[src/rtl/updown_counter.sv]
// Loadable wrapping up/down counter with terminal-count flag, sticky wrap irq
// and saturating wrap counter. Define UPDOWN_COUNTER_GRAY_EN to add gray_count.
module updown_counter #(
  parameter int WIDTH   = 8,
  parameter int WRAPS_W = 4
) (
  input  logic               clk,
  input  logic               rst_n,
  input  logic               en,
  input  logic               up_down,
  input  logic               load,
  input  logic [WIDTH-1:0]   load_value,
  input  logic               irq_clr,
  output logic [WIDTH-1:0]   count,
  output logic               tc,
  output logic               irq,
  output logic [WRAPS_W-1:0] wraps
`ifdef UPDOWN_COUNTER_GRAY_EN
  ,
  output logic [WIDTH-1:0]   gray_count
`endif
);

  localparam logic [WIDTH-1:0]   CountMax = {WIDTH{1'b1}};
  localparam logic [WRAPS_W-1:0] WrapsMax = {WRAPS_W{1'b1}};

  logic [WIDTH-1:0]   count_q, count_d;
  logic               irq_q, irq_d;
  logic [WRAPS_W-1:0] wraps_q, wraps_d;
  logic               wrap_evt;

  assign tc       = up_down ? (count_q == CountMax) : (count_q == '0);
  assign wrap_evt = !load && en && tc;

  // NOTE: every always_comb output gets a default first so no path infers a latch.
  always_comb begin
    count_d = count_q;
    if (load)         count_d = load_value;
    else if (en)      count_d = up_down ? count_q + WIDTH'(1) : count_q - WIDTH'(1);
  end

  // A wrap event in the same cycle as irq_clr wins, leaving irq set and wraps at 1.
  always_comb begin
    irq_d   = irq_q;
    wraps_d = wraps_q;
    if (irq_clr) begin
      irq_d   = 1'b0;
      wraps_d = '0;
    end
    if (wrap_evt) begin
      irq_d = 1'b1;
      if (irq_clr)                 wraps_d = WRAPS_W'(1);
      else if (wraps_q != WrapsMax) wraps_d = wraps_q + WRAPS_W'(1);
    end
  end

  // NOTE: sequential state uses non-blocking assignments so all registers update together.
  always_ff @(posedge clk or negedge rst_n) begin
    if (!rst_n) begin
      count_q <= '0;
      irq_q   <= 1'b0;
      wraps_q <= '0;
    end else begin
      count_q <= count_d;
      irq_q   <= irq_d;
      wraps_q <= wraps_d;
    end
  end

  assign count = count_q;
  assign irq   = irq_q;
  assign wraps = wraps_q;

`ifdef UPDOWN_COUNTER_GRAY_EN
  // Encoded from the next count so gray_count lines up with count in the same cycle.
  logic [WIDTH-1:0] gray_q;
  always_ff @(posedge clk or negedge rst_n) begin
    if (!rst_n) gray_q <= '0;
    else        gray_q <= count_d ^ (count_d >> 1);
  end
  assign gray_count = gray_q;
`endif

endmodule

[config.mk]
export PLATFORM = sky130hd
export DESIGN_NAME = updown_counter
export DESIGN_NICKNAME = d
export VERILOG_FILES = /design/src/rtl/updown_counter.sv
export SDC_FILE = /design/constraint.sdc
export NUM_CORES = 1
export LEC_CHECK = 0
export ABC_AREA = 0
export BUFFER_PORTS_ARGS = -buffer_cell sky130_fd_sc_hd__buf_4
export CAP_MARGIN = 20
export CORE_MARGIN = 2
export CORE_UTILIZATION = 45
export DETAILED_ROUTE_END_ITERATION = 10
export PLACE_DENSITY = 0.77
export SYNTH_ARGS = -nofsm -noshare
export SYNTH_HDL_FRONTEND = slang
export SYNTH_SLANG_ARGS = --single-unit
[constraint.sdc]
create_clock -name clk -period 2.1 [get_ports clk]
set_input_delay 0.42 -clock clk [delete_from_list [all_inputs] [get_ports clk]]
set_output_delay 0.42 -clock clk [all_outputs]
set_load 0.02 [all_outputs]
Word-level counts from Yosys, hierarchy flattened

Index checks and enable logic that the tools add are counted.
W data, S select, Z words.

Add/subtract/negate cells: 3
Eq/ne operators: 2
Multiplexer cells: 10
Reduce and logical (&&, ||, !) cells: 6

Operators by type and width:

| cell                  | number |
|---|---|
| $mux W8               | 3 |
| $mux W4               | 4 |
| $add A8 B1 Y8 const B | 1 |
| $eq A8 B8 Y1 const B  | 1 |
| $logic_not A8 Y1      | 1 |
| $sub A8 B1 Y8 const B | 1 |
| $add A4 B1 Y4 const B | 1 |
| $ne A4 B4 Y1 const B  | 1 |
| $reduce_bool A2 Y1    | 2 |
| $mux W1               | 3 |
| $logic_and A1 B1 Y1   | 2 |
| $logic_not A1 Y1      | 1 |

Register bits: 13
Bits of input ports: 14
Logic and storage cells: 24

Depth between registers and ports, before layout

Gate-level depths: netlist of the first run.

Depth after elaboration: 4
Mapped depth: 7

Worst setup path before layout of the first run

No wires, ideal clock.

Path type: reg-to-reg
Start point: reg count_q[7], in the netlist count[7]
End point: reg wraps_q[3], in the netlist wraps[3]
Setup time: 0.077 ns
Arrival: 1.875 ns
Required time: 2.023 ns
Slack: 0.148 ns
Stages on the path, launching flop included: 6
Buffers on the path: 0
Period minus slack after synthesis: 1.952 ns
Cell sequence: dfrtp_1 > or4_4 > nor4_4 > o21ai_2 > or3_1 > a21oi_1

Word-level cells in the longest chain between the ends: 4
Elaborated cells on any way between the ends: 5
Those cells by class: 1 x eq/ne; 2 x mux; 2 x reduce/logical

Ends and longest elaborated chain:

| item                                             | RTL line | RTL |
|---|---|---|
| from (decl)                                      | 27       | `logic [WIDTH-1:0] count_q, count_d;` |
| from (signal assigned)                           | 64       | `count_q <= count_d;` |
| $eq A8 B8 Y1 or $logic_not A8 Y1 (tied branches) | 32       | `assign tc = up_down ? (count_q == CountMax) : (count_q == '0);` |
| $mux W1 (*)                                      | 32       |  |
| $logic_and A1 B1 Y1 (*)                          | 33       | `assign wrap_evt = !load && en && tc;` |
| $mux W4 (*)                                      | 50       | `if (wrap_evt) begin` |
| named net wraps_d[3]                             | 29       | `logic [WRAPS_W-1:0] wraps_q, wraps_d;` |
| to (signal assigned)                             | 66       | `wraps_q <= wraps_d;` |
| to (decl)                                        | 29       |  |

The timed path passes the listed nets; every way through them passes the cells marked *.
A chain may end at the register's enable or synchronous reset.

Worst setup path in the final report of the first run

Start point: reg count_q[7], in the netlist count[7]
End point: out tc

Word-level cells in the longest chain between the ends: 2
Elaborated cells on any way between the ends: 3
Those cells by class: 1 x eq/ne; 1 x mux; 1 x reduce/logical

Ends and longest elaborated chain:

| item                                             | RTL line | RTL |
|---|---|---|
| $eq A8 B8 Y1 or $logic_not A8 Y1 (tied branches) | 32       |  |
| $mux W1 (*)                                      | 32       |  |
| to (decl)                                        | 15       | `output logic tc,` |

Every way passes the cells marked *; elsewhere a longest branch is shown, timed or not.

==> impl_metrics.py, run 1 <==
metrics = {
    "run_status": {
        "status": "complete, but fails checks",
        "failed_checks": "negative setup slack",
    },
    "logic_synthesis": {
        "ys.flop_type": "dfrtp_1",
        "synth_edf_count": 0,
        "async_flop_share_pct": 100,
        "avgSynthCellArea_um2": 8.99,
        "synth_area_leaders": "dfrtp_1 34%, ha_1 9.0%, nand2_1 4.3%",
        "syn-num-nets": 130,
        "synth_seq_cells": 13,
        "synth_cell_type_count": 40,
        "synth_top_area_cell": "dfrtp_1",
        "synth_common_cells": "13 x dfrtp_1, 11 x nand2_1, 7 x a21oi_1, 7 x ha_1",
        "synth.most_common_cell": "dfrtp_1",
        "ys_seq_area_share_pct": 33.5,
        "synth_area_um2": 971,
        "syn_inst": 108,
        "yosys_warnings": 0,
        "yosys.area.top_type_share_pct": 33.5,
    },
    "detailed_routing": {
        "routed_wirelength_mm": 2.32,
        "drtIter0Drc": 17,
        "avgViaCountPerCell": 5.51,
        "drcViolationCount": 0,
        "firstDrtPassIters": 4,
        "antenna_left": 0,
        "wire_per_inst_um": 13.3,
        "via_count": 959,
    },
    "global_route": {
        "antenna_found_initial": 0,
        "grt.total_usage_pct": 20.9,
        "grt_start_max_net_pins": 17,
        "gr-total-overflow": 0,
        "grt_pass1_vias": 892,
        "grt_first_pass_wirelength_mm": 4.07,
    },
    "clocking": {
        "cts-root-buf": "clkbuf_4",
        "cts_tree": "done",
        "clk_path_buf_depth": 2,
        "cts.sink_count": 13,
        "cts.reportedPaths.clkPinSlew_ns": 0.08,
        "clk_latency_ns": 0.28,
        "cts_buffers": 3,
        "htreeDepth": 1,
    },
    "final_layout": {
        "fin_nets": 170,
        "fin_util_pct": 65.8,
        "final-instance-count-excl-fill": 174,
        "postLayoutCellArea_mm2": 0.00132,
        "seq_area_um2": 325,
        "num-fill-cells": 164,
        "drive_gt1_share_pct": 32.0,
        "area_delta_synth_final_pct": 35.6,
        "diodes": 0,
        "multi_input_area_um2": 621,
    },
    "floorplan": {
        "dieHeight_um": 50.5,
        "start_util_pct": 48.5,
        "coreArea_mm2": 0.00200,
        "ios": 28,
        "fp-row-count": 16,
        "dieArea_mm2": 0.00255,
        "floorplan.die.width_um": 50.5,
    },
    "setup_path": {
        "crit_path_end_kind": "primary output",
        "cp.arrival_ns": 1.73,
        "r2r_slack_ns": 0.14,
        "critPathKind": "flop to primary output",
        "critPathSlowestCell": "or4_4",
        "critical_path.max_stage_delay_ns": 0.54,
        "cp_max_fo": 2,
        "path_cells": "or4_4, nor4_4, or2_4, buf_6",
        "start_kind": "flop",
        "cp.required_ns": 1.68,
    },
    "sta": {
        "max_freq_ghz": 0.465,
        "relSlewSlack_pct": 81.2,
        "setup_viol": 1,
        "rsz0062_at_grt": "yes",
        "hold_violations": 0,
        "min_period_over_period_pct": 102,
        "slew_violations": 0,
        "period_needed_ns": 2.15,
        "fin_ws_ns": -0.0485,
        "fin_skew_ns": 0.00187,
        "worstMarginPinSlew_ns": 0.281,
        "fin_hold_ws_ns": 0.325,
    },
    "worst_hold_path": {
        "hp-class": "primary input to flop",
    },
    "place": {
        "place_congestion": 0.855,
        "numPortBuffers": 27,
        "place_inst": 165,
        "dp_hpwl_mm": 1.79,
        "postPlaceCellArea_mm2": 0.00124,
    },
    "pwr": {
        "power_density_mw_per_mm2": 627,
        "ir_worst_vdd_mv": 0.398,
        "cellLeakagePower_nw": 0.616,
        "p_total_mw": 0.826,
    },
    "run": {
        "drv_cap": 0,
    },
}
## logic make-up after synthesis
family | synth area share, %
and+or+nand+nor | 23.8
AOI/OAI and AO/OA | 20.5
DFF | 33.5
buffers and inverters | 3.22
adders and majority gates | 11.1
xor gates and xnor gates | 3.61
muxes | 4.25
## critical path, delay by kind of cell (launching register included)
kind,cells,cell delay (ns)
buffers and inverters,1,0.11
flip-flops,1,0.38
AND/OR/NAND/NOR,3,0.96
## routing by layer
metal / vias to the layer above / wire, um / global-route usage (%) / part of all wire, %
met2: 31 / 1080 / 31.6 / 47
met1: 444 / 1050 / 28.2 / 45
met3: 6 / 136 / 4.76 / 5.9
li1: 478 / - / - / -
met5: - / 0 / 0 / 0
met4: 0 / 46 / 9.91 / 2.0
## path summary, 6_finish.rpt
path | startpoint | to | cells past startpoint
setup reg to reg | count[7] | wraps[3] | 6
max in group asynchronous | rst_n | wraps[0] | 2
min in group asynchronous | rst_n | count[5] | 2
setup / recovery | count[7] | tc | 4
hold / removal | irq_clr | wraps[3] | 2
hold reg to reg | irq | irq | 2
## registers in the layout (all words and copies together) (netlist names)
signal and flops:
count 8, irq 1, wraps 4
## through the flow
stage / setup WS, ns / TNS, ns
floorplan: 0.148 / 0
global placement: 0.0967 / 0
detailed placement: 0.0319 / 0
CTS: -0.132 / -0.132
global route: -0.142 / -0.142
finish: -0.0485 / -0.0485
## cells in the final DEF, fill, tap and decap left out, types with 2 or more instances in the layout
cell	Yosys	routed
buf_4	0	36
dfrtp_1	13	13
nand2_1	11	11
ha_1	7	7
nand3_1	6	6
a21oi_1	7	6
o21ai_1	6	6
inv_1	5	5
nor2_1	4	4
o21ai_0	4	4
mux2i_1	3	3
a211oi_1	3	3
a21o_1	3	3
xnor2_1	3	3
clkbuf_4	0	3
nand4_1	2	2
or3_1	2	2
nor2b_1	2	2
nand3b_1	2	2
nor3b_1	2	2
## area by class of cell
type	count	area share, %
Multi-Input combinational cell	87	47.1
Sequential cell	13	24.7
Timing Repair Buffer	38	22.1
Tap cell	27	2.57
Clock buffer	4	2.00
Inverter	5	1.43
## timing repair
| item | in CTS | in global routing |
|---|---|---|
| hold endpoints to repair | 13 | 0 |
| endpoints found under the setup margin | 1 | 2 |
| hold buffers | 1 | 0 |
| pin swaps | 3 | 3 |
| gates cloned | 0 | 0 |
| setup buffers | 2 | 2 |
| gates resized for setup | 2 | 1 |
## report_power, final
group,leakage [nW],total [mW],internal [mW],switching (mW)
combinational,0.435,0.364,0.173,0.192
sequential,0.166,0.305,0.276,0.0286
clock,0.0150,0.157,0.0738,0.0833
Note: power is estimated with default switching activity, not from simulation.
==> run 2: changes to the inputs <==
==> constraint.sdc (replaced) <==
create_clock -name clk -period 2.1 [get_ports clk]
set_input_delay 0 -clock clk [delete_from_list [all_inputs] [get_ports clk]]
set_output_delay 0 -clock clk [all_outputs]
set_load 0.02 [all_outputs]
==> run 2 against run 1 <==
Against the previous run:
- the flow now finishes without violations
- non-clock buffer count rose by 2
- hold slack got worse by 0.29 ns
- critical path depth rose by 1
- cell count rose by 1.1%
- via count fell by 1.3%
- clock skew rose by 0.0017 ns
- die area did not move
- count of clock-buffer cells in the layout did not move
- first-iteration DRC count rose by 12%
- routed wire length fell by 2.1%
- clock power barely moved
- total power fell by 1.1%
==> impl_metrics.py, run 2 (synthesized netlist as in run 1, its figures left out) <==
metrics = {
    "detailed_routing": {
        "wire_per_inst_um": 12.9,
        "drcViolationCount": 0,
        "wl_met2_mm": 1.05,
        "antenna_left": 0,
        "firstDrtPassIters": 4,
        "route.met3.wl_um": 123,
        "routed_wirelength_mm": 2.27,
        "drtIter0Drc": 19,
        "dr.max_layer_used": "met4",
        "wl_met1_mm": 1.08,
        "avgViaCountPerCell": 5.38,
        "via_count": 947,
    },
    "sta": {
        "slew_violations": 0,
        "fin_skew_ns": 0.00353,
        "max_freq_ghz": 0.507,
        "min_period_over_period_pct": 94.0,
        "hold_violations": 0,
        "fin_tns_setup_ns": 0,
        "rsz0062_at_grt": "no",
        "relSlewSlack_pct": 81.3,
        "setup_viol": 0,
        "worstMarginPinSlew_ns": 0.277,
        "period_needed_ns": 1.97,
    },
    "floorplan": {
        "dieHeight_um": 50.5,
        "floorplan.die.width_um": 50.5,
        "ios": 28,
        "start_util_pct": 48.5,
        "fp-row-count": 16,
        "coreArea_mm2": 0.00200,
        "dieArea_mm2": 0.00255,
    },
    "setup_path": {
        "rr_worst_depth": 5,
        "crit_path_end_kind": "flop",
        "reg2reg_from": "count[5]",
        "cp.arrival_ns": 2.18,
        "r2r_slack_ns": 0.13,
        "timing.rr.end": "wraps[3]",
        "critical_path.max_stage_delay_ns": 0.57,
        "critPathSlowestCell": "or4_4",
        "critPathKind": "flop to flop",
        "start_kind": "flop",
        "cp_max_fo": 6,
        "cp.required_ns": 2.30,
        "path_cells": "or4_4, nor4_4, o21ai_2, or3_1, a21oi_1",
    },
    "final_layout": {
        "postLayoutCellArea_mm2": 0.00134,
        "final_common_cell": "buf_4",
        "multi_input_area_um2": 614,
        "area_delta_synth_final_pct": 38.1,
        "num-fill-cells": 173,
        "largest_reg_flops": 8,
        "fin_nets": 172,
        "layout_common_cells": "31 x buf_4, 13 x dfrtp_1, 11 x nand2_1",
        "drive_gt1_share_pct": 26.8,
        "fin_util_pct": 67.0,
        "seq_area_um2": 325,
        "diodes": 0,
    },
    "place": {
        "postPlaceCellArea_mm2": 0.00122,
        "numPortBuffers": 27,
        "dp_hpwl_mm": 1.71,
        "place_congestion": 0.844,
    },
    "clocking": {
        "cts_buffers": 3,
        "clk_path_buf_depth": 2,
        "cts.sink_count": 13,
        "postCtsSetupBuffers": 0,
        "clk_latency_ns": 0.27,
        "htreeDepth": 1,
        "cts-root-buf": "clkbuf_4",
        "cts.reportedPaths.clkPinSlew_ns": 0.09,
        "cts_tree": "done",
    },
    "global_route": {
        "antenna_found_initial": 0,
        "grt_first_pass_wirelength_mm": 3.91,
        "grt_start_max_net_pins": 17,
        "grt_pass1_vias": 890,
        "grt.total_usage_pct": 19.9,
        "gr-total-overflow": 0,
    },
    "worst_hold_path": {
        "hold_depth": 2,
        "min-delay-start": "load",
        "hp-class": "primary input to flop",
        "whs_endpoint": "count[2]",
    },
    "run_status": {
        "status": "finished clean",
    },
    "run": {
        "drv_cap": 0,
    },
    "pwr": {
        "power_density_mw_per_mm2": 609,
        "cellLeakagePower_nw": 0.619,
        "ir_worst_vdd_mv": 0.380,
    },
}
## run 2: how the worst max path moves through the flow
| stage | start | endpoint | slack (ns) | depth (start not counted) |
|---|---|---|---|---|
| 6_report | count[5] | wraps[3] | 0.13 | 5 |
| 5_1_grt | count[5] | wraps[3] | 0.01 | 5 |
| 4_1_cts | count[5] | wraps[3] | 0.11 | 5 |
| 3_5_place_dp | count[5] | wraps[3] | 0.14 | 5 |
| 3_3_place_gp | count[5] | wraps[3] | 0.18 | 5 |
| 2_1_floorplan | count[7] | wraps[3] | 0.15 | 5 |
## run 2: stage by stage
| stage | hold slack, ns | power (mW) | setup slack, ns | instances |
|---|---|---|---|---|
| 2_1_floorplan | -0.296 | 0.527 | 0.148 | 108 |
| 3_3_place_gp | -0.143 | 0.641 | 0.184 | 163 |
| 3_5_place_dp | -0.138 | 0.648 | 0.136 | 163 |
| 4_1_cts | 0.0281 | 0.824 | 0.110 | 176 |
| 5_1_grt | 0.0477 | 0.875 | 0.0114 | 176 |
| 6_report | 0.0326 | 0.817 | 0.126 | 176 |
## run 2: critical path: cells and delay by family (launching register included)
kind               cells  cell delay (ns)
AOI/OAI and AO/OA      2             0.27
DFF                    1             0.43
and+or+nand+nor        3             1.21
## run 2: power breakdown
part | leakage (nW) | switching, mW | total, mW | internal, mW
Sequential | 0.166 | 0.0317 | 0.308 | 0.276
Clock | 0.0150 | 0.0865 | 0.160 | 0.0735
Combinational | 0.438 | 0.182 | 0.349 | 0.168
## run 2: area by class of cell
class | count | share of cell area [%]
clock buffer | 4 | 1.96
inverter | 5 | 1.40
multi-input combinational | 87 | 45.8
sequential | 13 | 24.3
tap | 27 | 2.52
timing repair buffer | 40 | 24.1
## run 2: what timing repair did
item	4_1_cts	5_1_grt
gates resized for setup	0	0
endpoints found under the hold margin	25	0
endpoints found under the setup margin	0	0
hold buffers	9	0
## run 2: layer usage
layer  track usage (%)  vias up
met2              30.7       26
met4              5.86        0
met5                 0        -
met1              29.5      433
li1                  -      486
met3              1.79        2
==> run 3: changes to the inputs <==
Settings changed: CORE_MARGIN 2 to 5, RECOVER_POWER set to 50.
==> run 3 against run 2 <==
Against the previous run:
- maximum frequency up 3.7%
- via count up 2.7%
- utilization down 1.5 points
- final area down 2.2%
- total power up 1.1%
- clock skew up 0.0021 ns
- combinational power up 3%
- non-clock buffer count unchanged
- cell count unchanged
- routed wire length up 14%
- largest cell class unchanged
==> impl_metrics.py, run 3 (synthesized netlist as in run 1, its figures left out) <==
metrics = {
    "sta": {
        "fin_hold_ws_ns": 0.0276,
        "relSlewSlack_pct": 48.5,
        "fin_skew_ns": 0.00564,
        "setup_viol": 0,
        "rsz0062_at_grt": "no",
        "period_needed_ns": 1.90,
        "slew_violations": 0,
        "min_period_over_period_pct": 90.7,
        "worstMarginPinSlew_ns": 0.773,
        "hold_violations": 0,
        "max_freq_ghz": 0.525,
        "fin_tns_setup_ns": 0,
    },
    "pwr": {
        "combinationalPowerShare_pct": 43.5,
        "p_sw_share_pct": 37.7,
        "power_density_mw_per_mm2": 630,
        "clkPwrFrac_pct": 19.6,
        "intPower_mw": 0.515,
        "ir_worst_vdd_mv": 0.468,
        "cellLeakagePower_nw": 0.586,
        "p_switching_mw": 0.311,
        "power_frac_seq_pct": 36.9,
        "p_total_mw": 0.826,
    },
    "setup_path": {
        "critPathKind": "flop to flop",
        "crit_path_end_kind": "flop",
        "cp.arrival_ns": 2.11,
        "cp.required_ns": 2.30,
        "start_kind": "flop",
        "cp_max_fo": 6,
    },
    "floorplan": {
        "floorplan.die.width_um": 56.5,
        "start_util_pct": 48.5,
        "dieHeight_um": 56.5,
        "dieArea_mm2": 0.00319,
        "ios": 28,
        "coreArea_mm2": 0.00200,
        "fp-row-count": 16,
    },
    "final_layout": {
        "largest_reg_flops": 8,
        "final_common_cell": "buf_4",
        "area_delta_synth_final_pct": 35.1,
        "layout_common_cells": "23 x buf_4, 13 x dfrtp_1, 11 x nand2_1",
        "final-instance-count-excl-fill": 176,
        "diodes": 0,
        "drive_gt1_share_pct": 21.5,
        "fin_nets": 172,
    },
    "clocking": {
        "cts-root-buf": "clkbuf_4",
        "cts.reportedPaths.clkPinSlew_ns": 0.09,
        "htreeDepth": 1,
        "cts_buffers": 3,
        "cts.sink_count": 13,
        "postCtsSetupBuffers": 0,
        "cts_tree": "done",
        "clk_latency_ns": 0.28,
        "cts_resized": 0,
        "clk_path_buf_depth": 2,
    },
    "place": {
        "place_congestion": 0.816,
        "dp_hpwl_mm": 1.94,
        "numPortBuffers": 27,
        "place_inst": 163,
    },
    "detailed_routing": {
        "firstDrtPassIters": 7,
        "drcViolationCount": 0,
        "wire_per_inst_um": 14.6,
        "drtIter0Drc": 14,
        "via_count": 973,
        "routed_wirelength_mm": 2.58,
        "antenna_left": 0,
        "avgViaCountPerCell": 5.53,
    },
    "global_route": {
        "grt.total_usage_pct": 17.6,
        "gr-total-overflow": 0,
        "grt_start_max_net_pins": 17,
        "grt_pass1_vias": 1010,
        "grt_first_pass_wirelength_mm": 4.53,
        "antenna_found_initial": 0,
    },
    "worst_hold_path": {
        "hp-class": "primary input to flop",
    },
    "run": {
        "drv_cap": 0,
    },
    "run_status": {
        "status": "finished clean",
    },
}
## run 3: routing by layer
layer | track usage [%] | up-vias | share of wire [%]
met5 | 0 | - | 0
met4 | 5.42 | 0 | 0.27
met3 | 4.59 | 2 | 5.0
met2 | 30.2 | 29 | 50
met1 | 21.3 | 461 | 44
li1 | - | 481 | -
## run 3: final timing paths
check	cells after the start	start	endpoint	slack [ns]
worst max-delay path	5	count[6]	wraps[3]	0.20
worst min-delay path	2	load	count[2]	0.03
worst max register to register	5	count[6]	wraps[3]	0.20
worst min register to register	2	irq	irq	0.53
max in group asynchronous	2	rst_n	count[0]	1.31
min in group asynchronous	2	rst_n	count[4]	0.31
## run 3: final cells by class
cell class	instances	area, um2
clock buffers	4	26.3
fillers	191	691
inverters	5	18.8
multi-input cells	87	614
flip-flops and latches	13	325
well taps	27	33.8
repair buffers	40	293
## run 3: power by group through the flow
stage	Sequential, mW	Clock, mW	Combinational, mW
global placement	0.307	0	0.340
finish	0.305	0.162	0.359
detailed placement	0.310	0	0.349
global route	0.309	0.180	0.397
CTS	0.305	0.167	0.365
floorplan	0.347	0	0.180
## run 3: critical path, stage by stage, from the launching register on
cell	delay [ns]
dfrtp_1	0.44
or4_4	0.51
nor4_4	0.21
o21ai_2	0.14
or3_1	0.39
a21oi_1	0.15
## run 3: timing repair
| item | 4_1_cts | 5_1_grt |
|---|---|---|
| hold buffers | 9 | 0 |
| setup endpoints to repair | 0 | 1 |
| endpoints found under the hold margin | 25 | 0 |
## run 3: metrics by stage
| stage | util (%) | instance area, um2 | worst slack (ns) |
|---|---|---|---|
| 6_report | 65.5 | 1310 | 0.196 |
| 5_1_grt | 65.5 | 1310 | 0.0668 |
| 4_1_cts | 67.0 | 1340 | 0.110 |
| 3_5_place_dp | 61.2 | 1220 | 0.143 |
| 3_3_place_gp | 61.2 | 1220 | 0.219 |
| 2_1_floorplan | - | 971 | 0.148 |
